[src/rtl/if_stage.sv]
// if_stage: instruction fetch stage with hazard-aware PC control and IF/ID register.
//
// Ports:
//   clk        in   rising-edge clock
//   rst        in   asynchronous active-low reset
//   pcWrite    in   PC update enable from hazard unit
//   IFIDWrite  in   IF/ID write enable from hazard unit
//   ifNop      in   flush/redirect request (taken branch or jump)
//   redirectPC in   redirect target, valid while ifNop=1
//   imemReq    out  instruction memory request
//   imemAddr   out  word-aligned fetch address
//   imemRdata  in   instruction word, valid with imemReady
//   imemReady  in   memory response strobe
//   IFIDInst   out  registered instruction to ID (0 for a bubble)
//   IFIDPC4    out  registered PC+4 of IFIDInst
//   IFIDValid  out  1 = real instruction, 0 = bubble
//   fetchStall out  1 while fetch is waiting on memory
//   stallCnt   out  saturating count of stalled cycles
module if_stage #(
    parameter logic [31:0] RESET_PC = 32'h0000_0000
) (
    input  logic        clk,
    input  logic        rst,
    input  logic        pcWrite,
    input  logic        IFIDWrite,
    input  logic        ifNop,
    input  logic [31:0] redirectPC,
    output logic        imemReq,
    output logic [31:0] imemAddr,
    input  logic [31:0] imemRdata,
    input  logic        imemReady,
    output logic [31:0] IFIDInst,
    output logic [31:0] IFIDPC4,
    output logic        IFIDValid,
    output logic        fetchStall,
    output logic [15:0] stallCnt
);

    typedef enum logic [1:0] {FETCH, HOLD, DROP} state_t;

    state_t      state, state_d;
    logic [31:0] pc, pc_d;
    logic [31:0] hold_inst, hold_inst_d;
    logic [31:0] hold_pc4, hold_pc4_d;
    logic [31:0] pend_pc, pend_pc_d;
    logic [31:0] inst_d, pc4_d;
    logic        valid_d;
    logic        advance;
    logic [31:0] pc4;
    logic [31:0] redir;

    assign advance    = IFIDWrite & pcWrite;
    assign pc4        = pc + 32'd4;
    assign redir      = redirectPC & 32'hFFFF_FFFC;
    assign imemAddr   = pc & 32'hFFFF_FFFC;
    assign imemReq    = (state != HOLD);
    assign fetchStall = (state == FETCH && !imemReady) || (state == DROP);

    always_comb begin
        state_d     = state;
        pc_d        = pc;
        inst_d      = IFIDInst;
        pc4_d       = IFIDPC4;
        valid_d     = IFIDValid;
        hold_inst_d = hold_inst;
        hold_pc4_d  = hold_pc4;
        pend_pc_d   = pend_pc;
        case (state)
            FETCH: begin
                if (imemReady) begin
                    if (advance) begin
                        if (ifNop) begin
                            inst_d  = '0;
                            valid_d = 1'b0;
                            pc_d    = redir;
                        end else begin
                            inst_d  = imemRdata;
                            pc4_d   = pc4;
                            valid_d = 1'b1;
                            pc_d    = pc4;
                        end
                    end else begin
                        // Park the completed response until the pipeline can take it.
                        hold_inst_d = imemRdata;
                        hold_pc4_d  = pc4;
                        state_d     = HOLD;
                    end
                end else if (advance) begin
                    inst_d  = '0;
                    valid_d = 1'b0;
                    if (ifNop) begin
                        // The request in flight cannot be cancelled; remember the target.
                        pend_pc_d = redir;
                        state_d   = DROP;
                    end
                end
            end
            HOLD: begin
                if (advance) begin
                    state_d = FETCH;
                    if (ifNop) begin
                        inst_d  = '0;
                        valid_d = 1'b0;
                        pc_d    = redir;
                    end else begin
                        inst_d  = hold_inst;
                        pc4_d   = hold_pc4;
                        valid_d = 1'b1;
                        pc_d    = pc4;
                    end
                end
            end
            DROP: begin
                if (advance) begin
                    inst_d  = '0;
                    valid_d = 1'b0;
                    if (ifNop)
                        pend_pc_d = redir;
                end
                // The stale response retires the outstanding request; the newest redirect wins.
                if (imemReady) begin
                    pc_d    = (advance && ifNop) ? redir : pend_pc;
                    state_d = FETCH;
                end
            end
            default: state_d = FETCH;
        endcase
    end

    always_ff @(posedge clk or negedge rst) begin
        if (!rst) begin
            state     <= FETCH;
            pc        <= RESET_PC;
            IFIDInst  <= '0;
            IFIDPC4   <= '0;
            IFIDValid <= 1'b0;
            hold_inst <= '0;
            hold_pc4  <= '0;
            pend_pc   <= '0;
            stallCnt  <= '0;
        end else begin
            state     <= state_d;
            pc        <= pc_d;
            IFIDInst  <= inst_d;
            IFIDPC4   <= pc4_d;
            IFIDValid <= valid_d;
            hold_inst <= hold_inst_d;
            hold_pc4  <= hold_pc4_d;
            pend_pc   <= pend_pc_d;
            if (fetchStall && stallCnt != 16'hFFFF)
                stallCnt <= stallCnt + 16'd1;
        end
    end

endmodule

[config.mk]
export PLATFORM = sky130hd
export DESIGN_NAME = if_stage
export DESIGN_NICKNAME = d
export VERILOG_FILES = /design/src/rtl/if_stage.sv
export SDC_FILE = /design/constraint.sdc
export NUM_CORES = 1
export LEC_CHECK = 0
export CAP_MARGIN = 15
export CORE_MARGIN = 2
export CORE_UTILIZATION = 55
export CTS_CLUSTER_SIZE = 40
export DETAILED_ROUTE_END_ITERATION = 12
export PLACE_DENSITY = 0.85
export SYNTH_ARGS = -nofsm -noshare
export SYNTH_HDL_FRONTEND = slang
export SYNTH_SLANG_ARGS = --single-unit
[constraint.sdc]
create_clock -name clk -period 7.25 [get_ports clk]
set_clock_uncertainty 0.15 [all_clocks]
set_input_delay 1.45 -clock clk [delete_from_list [all_inputs] [get_ports clk]]
set_output_delay 1.45 -clock clk [all_outputs]
set_load 0.02 [all_outputs]
==> flow_metrics.py <==
metrics = {
    "critical_path": {
        "crit_type": "input port to primary output",
        "cp_data_required_time_ns": 5.65,
        "cp.arrival_ns": 3.33,
        "cp_max_fo": 13,
        "worstSetupEndpointType": "primary output",
        "start_kind": "input port",
    },
    "grt": {
        "grt_pass1_vias": 8766,
        "grt_max_degree": 130,
        "overflow": 0,
        "grt_pass1_wl_mm": 44.9,
        "gr-usage-all-layers_pct": 30.2,
        "grt_antenna_before_repair": 0,
    },
    "routing": {
        "ant_nets": 0,
        "vias": 8870,
        "routed_via_density": 6.22,
        "first_iter_violations": 852,
        "drc": 0,
        "routed_wirelength_mm": 28.2,
        "dr.pass1.iters": 7,
        "post_drt_wl_per_cell_um": 19.7,
    },
    "floorplan": {
        "initial_core_util_pct": 56.5,
        "num_io_pins": 185,
        "die_h_um": 137,
        "die_area_um2": 18900,
        "die_x_um": 137,
        "rows": 48,
        "core-area_um2": 17400,
    },
    "synthesis": {
        "synth.largest_area_cell": "dfrtp_1",
        "syn_inst": 1045,
        "synthArstFlopShare_pct": 100,
        "synth_flop_cell": "dfrtp_1",
        "postSynthAreaPerCell_um2": 9.38,
        "netlist_area_um2": 9800,
        "synth_area_leaders": "dfrtp_1, nand2_1, o21ai_0, mux2_2, a22oi_1",
        "ys.warnings.count": 0,
        "synthDistinctLibCells": 62,
        "ys_ff_latch": 203,
        "synth_top_area_share_pct": 51.8,
        "yosysSeqAreaShare_pct": 51.8,
        "synth_edf_count": 0,
    },
    "finish": {
        "finish.utilization_pct": 72.1,
        "drive_gt1_share_pct": 8.32,
        "fillers": 1246,
        "antenna_cells": 0,
        "final_area_um2": 12500,
        "final_cells": 1427,
        "syn_to_final_growth_pct": 27.6,
        "fin_nets": 1263,
    },
    "clock_tree": {
        "clock_path_buffers": 3,
        "post_cts_buffers": 0,
        "htree_levels": 1,
        "numCtsBuffers": 22,
        "clkTransAtPathRegs_ns": 0.06,
        "clock_latency_ns": 0.51,
        "cts_sinks": 203,
        "cts_tree": "yes",
        "cts_resized": 0,
        "holdBufCountCts": 0,
        "cts-root-buf": "clkbuf_16",
    },
    "run_status": {
        "outcome": "finished, final reports clean",
    },
    "pwr": {
        "p_leak_nw": 5.37,
        "peakVddDrop_mv": 0.247,
        "finalPower_mw": 5.62,
        "power_density_nw_per_um2": 450,
    },
    "timing": {
        "period_share_pct": 68.0,
        "max_freq_mhz": 203,
        "slew_violations": 0,
        "min_period_ns": 4.93,
        "relSlewSlack_pct": 29.0,
        "totalNegativeSetupSlack_ns": 0,
        "setup_viol": 0,
        "rsz0062_at_grt": "false",
        "final_hold_viol_count": 0,
        "worst_slew_pin_slew_ns": 1.06,
    },
    "placement": {
        "dp.cells": 1387,
        "dp_hpwl_mm": 18.0,
        "io_buffers": 178,
        "placed_cell_area_um2": 11700,
        "routabilityCongestion": 0.917,
    },
    "min_path": {
        "min_path_type": "flip-flop to flip-flop",
    },
    "job": {
        "maxCapViolations": 0,
    },
}
==> area by class of cell <==
type / instances / area, um^2 / area share [%]
Clock buffer: 28 / 593 / 4.74
Clock inverter: 11 / 220 / 1.76
Timing Repair Buffer: 193 / 1900 / 15.2
Sequential cell: 203 / 5080 / 40.6
Inverter: 21 / 78.8 / 0.630
Multi-Input combinational cell: 746 / 4360 / 34.8
Tap cell: 225 / 282 / 2.25
==> flip-flops by register name, indices dropped and copies added (netlist names) <==
register / count
IFIDInst: 32
hold_inst: 32
IFIDPC4: 30
hold_pc4: 30
pc: 30
pend_pc: 30
stallCnt: 16
state: 2
IFIDValid: 1
==> cell families (layout without fill, tap and decap cells) <==
| group | Yosys count | in the layout | synth area share, % |
|---|---|---|---|
| multiplexers | 38 | 38 | 4.28 |
| other | 1 | 4 | 0.0383 |
| XOR/XNOR | 33 | 33 | 2.95 |
| adder cells (fa/ha/maj) | 6 | 6 | 0.766 |
| buffers and inverters | 99 | 253 | 4.11 |
| AND/OR/NAND/NOR | 391 | 391 | 18.6 |
| flip-flops | 203 | 203 | 51.8 |
| AO/OA/AOI/OAI | 274 | 274 | 17.5 |
==> where the power goes <==
part           switching, mW  internal, mW  total (mW)  leakage [nW]
clock                  0.466         0.795        1.26         0.398
combinational           1.32         0.966        2.29          2.40
sequential             0.434          1.64        2.07          2.57
total                   2.22          3.40        5.62          5.37
==> layout by cell type, fill, tap and decap left out, types with 5 or more instances in the layout <==
cell type	instances
a22oi_1	44
xnor2_1	17
o21ai_0	109
mux2i_1	7
a22o_1	5
buf_4	15
nand3_1	34
clkdlybuf4s50_1	177
nor3_1	18
o22ai_1	9
o221ai_1	7
clkbuf_16	22
inv_1	20
a21oi_1	41
nand2_1	218
or3_1	5
and4_1	5
ha_1	6
dfrtp_1	203
nor4_1	5
bufinv_16	6
nand4_1	18
a31oi_1	11
and3_1	22
o31a_1	7
o211ai_1	9
mux2_2	31
nor2_1	38
xor2_1	16
==> synthesized netlist by cell type, types with 2 or more instances <==
master     count
o21a_1         2
o21ai_0      109
a21oi_1       42
o31a_1         7
dfrtp_1      203
nor3b_1        3
and2_1         3
a21o_1         3
a222oi_1       3
a22oi_1       44
and4_1         5
nand3_1       35
nor4_1         5
buf_2         12
or4_1          4
mux2_2        31
a2bb2oi_1      2
xnor2_1       17
nand2_1      218
nor3_1        19
nand4_2        3
a31oi_1       11
inv_1         20
and3_1        22
nor2_1        38
o22ai_1        9
o2111ai_1      2
nand4_1       18
o2bb2ai_1      4
nor2b_1        2
xor2_1        16
a22o_1         5
buf_4          4
or3_1          5
mux2i_1        7
nand2b_1       2
o211ai_1       9
and2_0         2
clkbuf_1      60
ha_1           6
a211oi_1       2
o221ai_1       8
o31ai_1        4
==> through the flow <==
stage | setup WS (ns) | hold WS [ns]
2_1_floorplan | 3.83 | 0.290
3_3_place_gp | 2.46 | 0.304
3_5_place_dp | 2.41 | 0.312
4_1_cts | 2.34 | 0.326
5_1_grt | 2.23 | 0.352
6_report | 2.32 | 0.325
==> metal layers <==
layer	global-route usage (%)	vias up	share of wire, %
li1	-	3980	-
met1	40.0	4298	38
met2	48.7	510	48
met3	5.22	82	10
met4	13.9	0	3.9
met5	0	-	0
==> final timing paths <==
| check | startpoint | end | slack, ns | depth (start not counted) |
|---|---|---|---|---|
| worst max-delay path | imemReady | fetchStall | 2.32 | 5 |
| max in group asynchronous | rst | hold_inst[30]$_DFFE_PN0P_ | 4.49 | 2 |
| worst min-delay path | hold_pc4[20]$_DFFE_PN0P_ | hold_pc4[20]$_DFFE_PN0P_ | 0.32 | 2 |
| worst max register to register | state[0]$_DFFE_PN0P_ | pc[14]$_DFFE_PN0P_ | 4.01 | 9 |
| worst min register to register | hold_pc4[20]$_DFFE_PN0P_ | hold_pc4[20]$_DFFE_PN0P_ | 0.32 | 2 |
| min in group asynchronous | rst | stallCnt[7]$_DFFE_PN0P_ | 0.93 | 1 |
==> critical path: stages <==
cell             delay, ns
clkdlybuf4s50_1       0.82
nor2b_1               0.15
nor2_1                0.25
inv_1                 0.11
clkdlybuf4s50_1       0.55
(Power assumes the default switching activity.)
==> RTL edit (same settings) <==
Put one more register stage on the output `stallCnt`, with the module's reset. The value now appears one clock later. The other outputs are not delayed to match. Comments in the files are not updated.
--- a/src/rtl/if_stage.sv
+++ b/src/rtl/if_stage.sv
@@ -38,4 +38,6 @@
 
     typedef enum logic [1:0] {FETCH, HOLD, DROP} state_t;
+
+    logic [15:0] stallCnt_s0;
 
     state_t      state, state_d;
@@ -138,5 +140,5 @@
             hold_pc4  <= '0;
             pend_pc   <= '0;
-            stallCnt  <= '0;
+            stallCnt_s0 <= '0;
         end else begin
             state     <= state_d;
@@ -148,6 +150,14 @@
             hold_pc4  <= hold_pc4_d;
             pend_pc   <= pend_pc_d;
-            if (fetchStall && stallCnt != 16'hFFFF)
-                stallCnt <= stallCnt + 16'd1;
+            if (fetchStall && stallCnt_s0 != 16'hFFFF)
+                stallCnt_s0 <= stallCnt_s0 + 16'd1;
+        end
+    end
+
+    always_ff @(posedge clk or negedge rst) begin
+        if (!rst) begin
+            stallCnt <= '0;
+        end else begin
+            stallCnt <= stallCnt_s0;
         end
     end
Function: changed (a bounded check fails within 4 cycles, from zero or initial values and one cycle with rst low).
==> RTL edit against the unedited design <==
Power shrank 0.21%; global-route usage fell by 3.3 points; synthesized cell count decreased by 11%; critical path depth is the same; final area up 3.6%; synthesized area up 4.1%; wire length down 5.9%; worst setup slack better by 110 ps; final cell count shrank 6.5%; sequential share of layout area grew 1.7 points; register-to-register slack got worse by 90 ps; sequential cell count increased by 16.
==> RTL edit: results (changes against the unedited design) <==
- The met2 demand-to-capacity share in global routing came to 42.1% (-6.6 points).
- The source of the worst hold timing path is stallCnt_s0[6].
- The share of final-layout standard cells stronger than drive strength 1 came to 12.9% (+4.5 points).
- The count of mapped cells out of synthesis is 934 (-11%).
- The number of distinct library cell variants in the gate-level netlist after synthesis is 63 (+1.6%).
- The arrival time of the worst setup path came to 3220 ps (-110 ps).
- The share of the synthesized netlist area taken by xor and xnor gates is 3.18% (+0.23 points).
- The synthesized-area fraction occupied by ao, oa, aoi and oai cells is 17.5% (+0.040 points).
- The worst-case hold slack came to 275 ps (-49.8 ps).
- The critical register-to-register path endpoint is pc[24].
- The largest net degree at the start of global routing was 93 (-28%).
- The sequential share of power is 38.0% (+1.1 points).
- The first-pass GRT wire length is 43,100 µm (-4.0%).
- The tightest slew margin relative to the limit came to 27.4% (-1.6 points).
- The reg-to-reg setup timing slack is 3920 ps (-90 ps).
- The met1 global-route usage came to 37.1% (-2.9 points).
- The count of yosys warnings during synthesis was 0 (unchanged).
- The share of cell area taken by muxes after synthesis is 9.25% (+5.0 points).
- The run finished with clean final reports.
- The pre-CTS worst setup slack was 2460 ps (+42.1 ps).
- The count of cells along the worst hold path is 0 (-2).
- By area the synthesized netlist is led by sky130_fd_sc_hd__dfrtp_1 (54%), sky130_fd_sc_hd__mux2_2 (8.2%), sky130_fd_sc_hd__o21ai_0 (3.9%), sky130_fd_sc_hd__o2bb2ai_1 (3.3%), sky130_fd_sc_hd__a22oi_1 (2.8%).
- The fraction of the yosys area taken by sequential cells came to 53.7% (+1.9 points).
- The post-synthesis adder-cell area fraction is 0.736% (-0.030 points).
- The part of the power in the clock network is 23.0% (+0.6 points).
- Sorting the synthesized cells by how often they occur yields sky130_fd_sc_hd__dfrtp_1 (219), sky130_fd_sc_hd__o21ai_0 (80), sky130_fd_sc_hd__mux2_2 (74).
- The largest stage delay on the critical path came to 610 ps (-210 ps).
- The number of nets in the finished design is 1,162 (-8.0%).
- The number of fill cells is 1,270 (+1.9%).
- The via count of the first global-routing pass is 8,219 (-6.2%).
- The CTS buffer count is 24 (+9.1%).
- The number of antenna violations at the first check in global routing is 1 (+1).
- The number of search-and-repair iterations in the first detailed-routing pass was 5 (-2).
- The via density per instance is 6.12 (-1.5%).
- The maximum vdd ir drop was 0.289 mV (+17%).
- The number of DRC violations after detailed-routing iteration 0 was 741 (-13%).
- The internal cell power came to 3520 µW (+3.4%).
- The length in cells of the worst reg-to-reg path is 7 (-2).
- The overall power of the completed layout is 5610 µW (-0.21%).
- The detail-routed net length per standard cell is 19.9 µm (+0.67%).
- The global-route met3 utilization is 7.15% (+1.9 points).
- The static leakage is 0.00546 µW (+1.8%).
RTL edit: changes by cell type after synthesis, sizes merged, moves of 6 or more:
cell and change:
clkbuf -12, o21ai -29, nand2 -146, o2bb2ai +35, nor4 +6, nand3 -9
mux2 +43, a22oi -6, o211ai -6, nand4 -8, dfrtp +16
RTL edit: logic make-up after synthesis:
group,after synthesis
AND/OR/NAND/NOR,235
other,1
flip-flops,219
adder cells (fa/ha/maj),6
AO/OA/AOI/OAI,266
multiplexers,85
buffers and inverters,85
XOR/XNOR,37
RTL edit: per-stage QoR:
| stage | cell area, µm² | utilization [%] |
|---|---|---|
| 2_1_floorplan | 10200 | - |
| 6_report | 13000 | 71.7 |
| 3_5_place_dp | 12100 | 67.0 |
| 3_3_place_gp | 12100 | 67.0 |
| 4_1_cts | 13000 | 71.7 |
| 5_1_grt | 13000 | 71.7 |
RTL edit: cell type report:
type	instances	area (µm²)	share of cell area [%]
Sequential cell	219	5480	42.3
Tap cell	229	287	2.21
Multi-Input combinational cell	633	4400	33.9
Clock inverter	11	135	1.04
Clock buffer	33	716	5.52
Antenna cell	1	2.50	0.0193
Inverter	17	63.8	0.492
Timing Repair Buffer	191	1880	14.5
RTL edit: routing by layer:
metal / vias up / part of all wire, %
li1: 3757 / -
met1: 3966 / 41
met2: 387 / 47
met3: 54 / 9.2
met4: 0 / 2.9
met5: - / 0
RTL edit: worst max path at each step:
| stage | slack [ps] | to | depth (start not counted) |
|---|---|---|---|
| after global routing | 2390 | fetchStall | 5 |
| after CTS | 2450 | fetchStall | 5 |
| after global placement | 2480 | fetchStall | 5 |
| after detailed placement | 2460 | fetchStall | 5 |
| after floorplan | 3740 | fetchStall | 3 |
| final | 2430 | fetchStall | 5 |
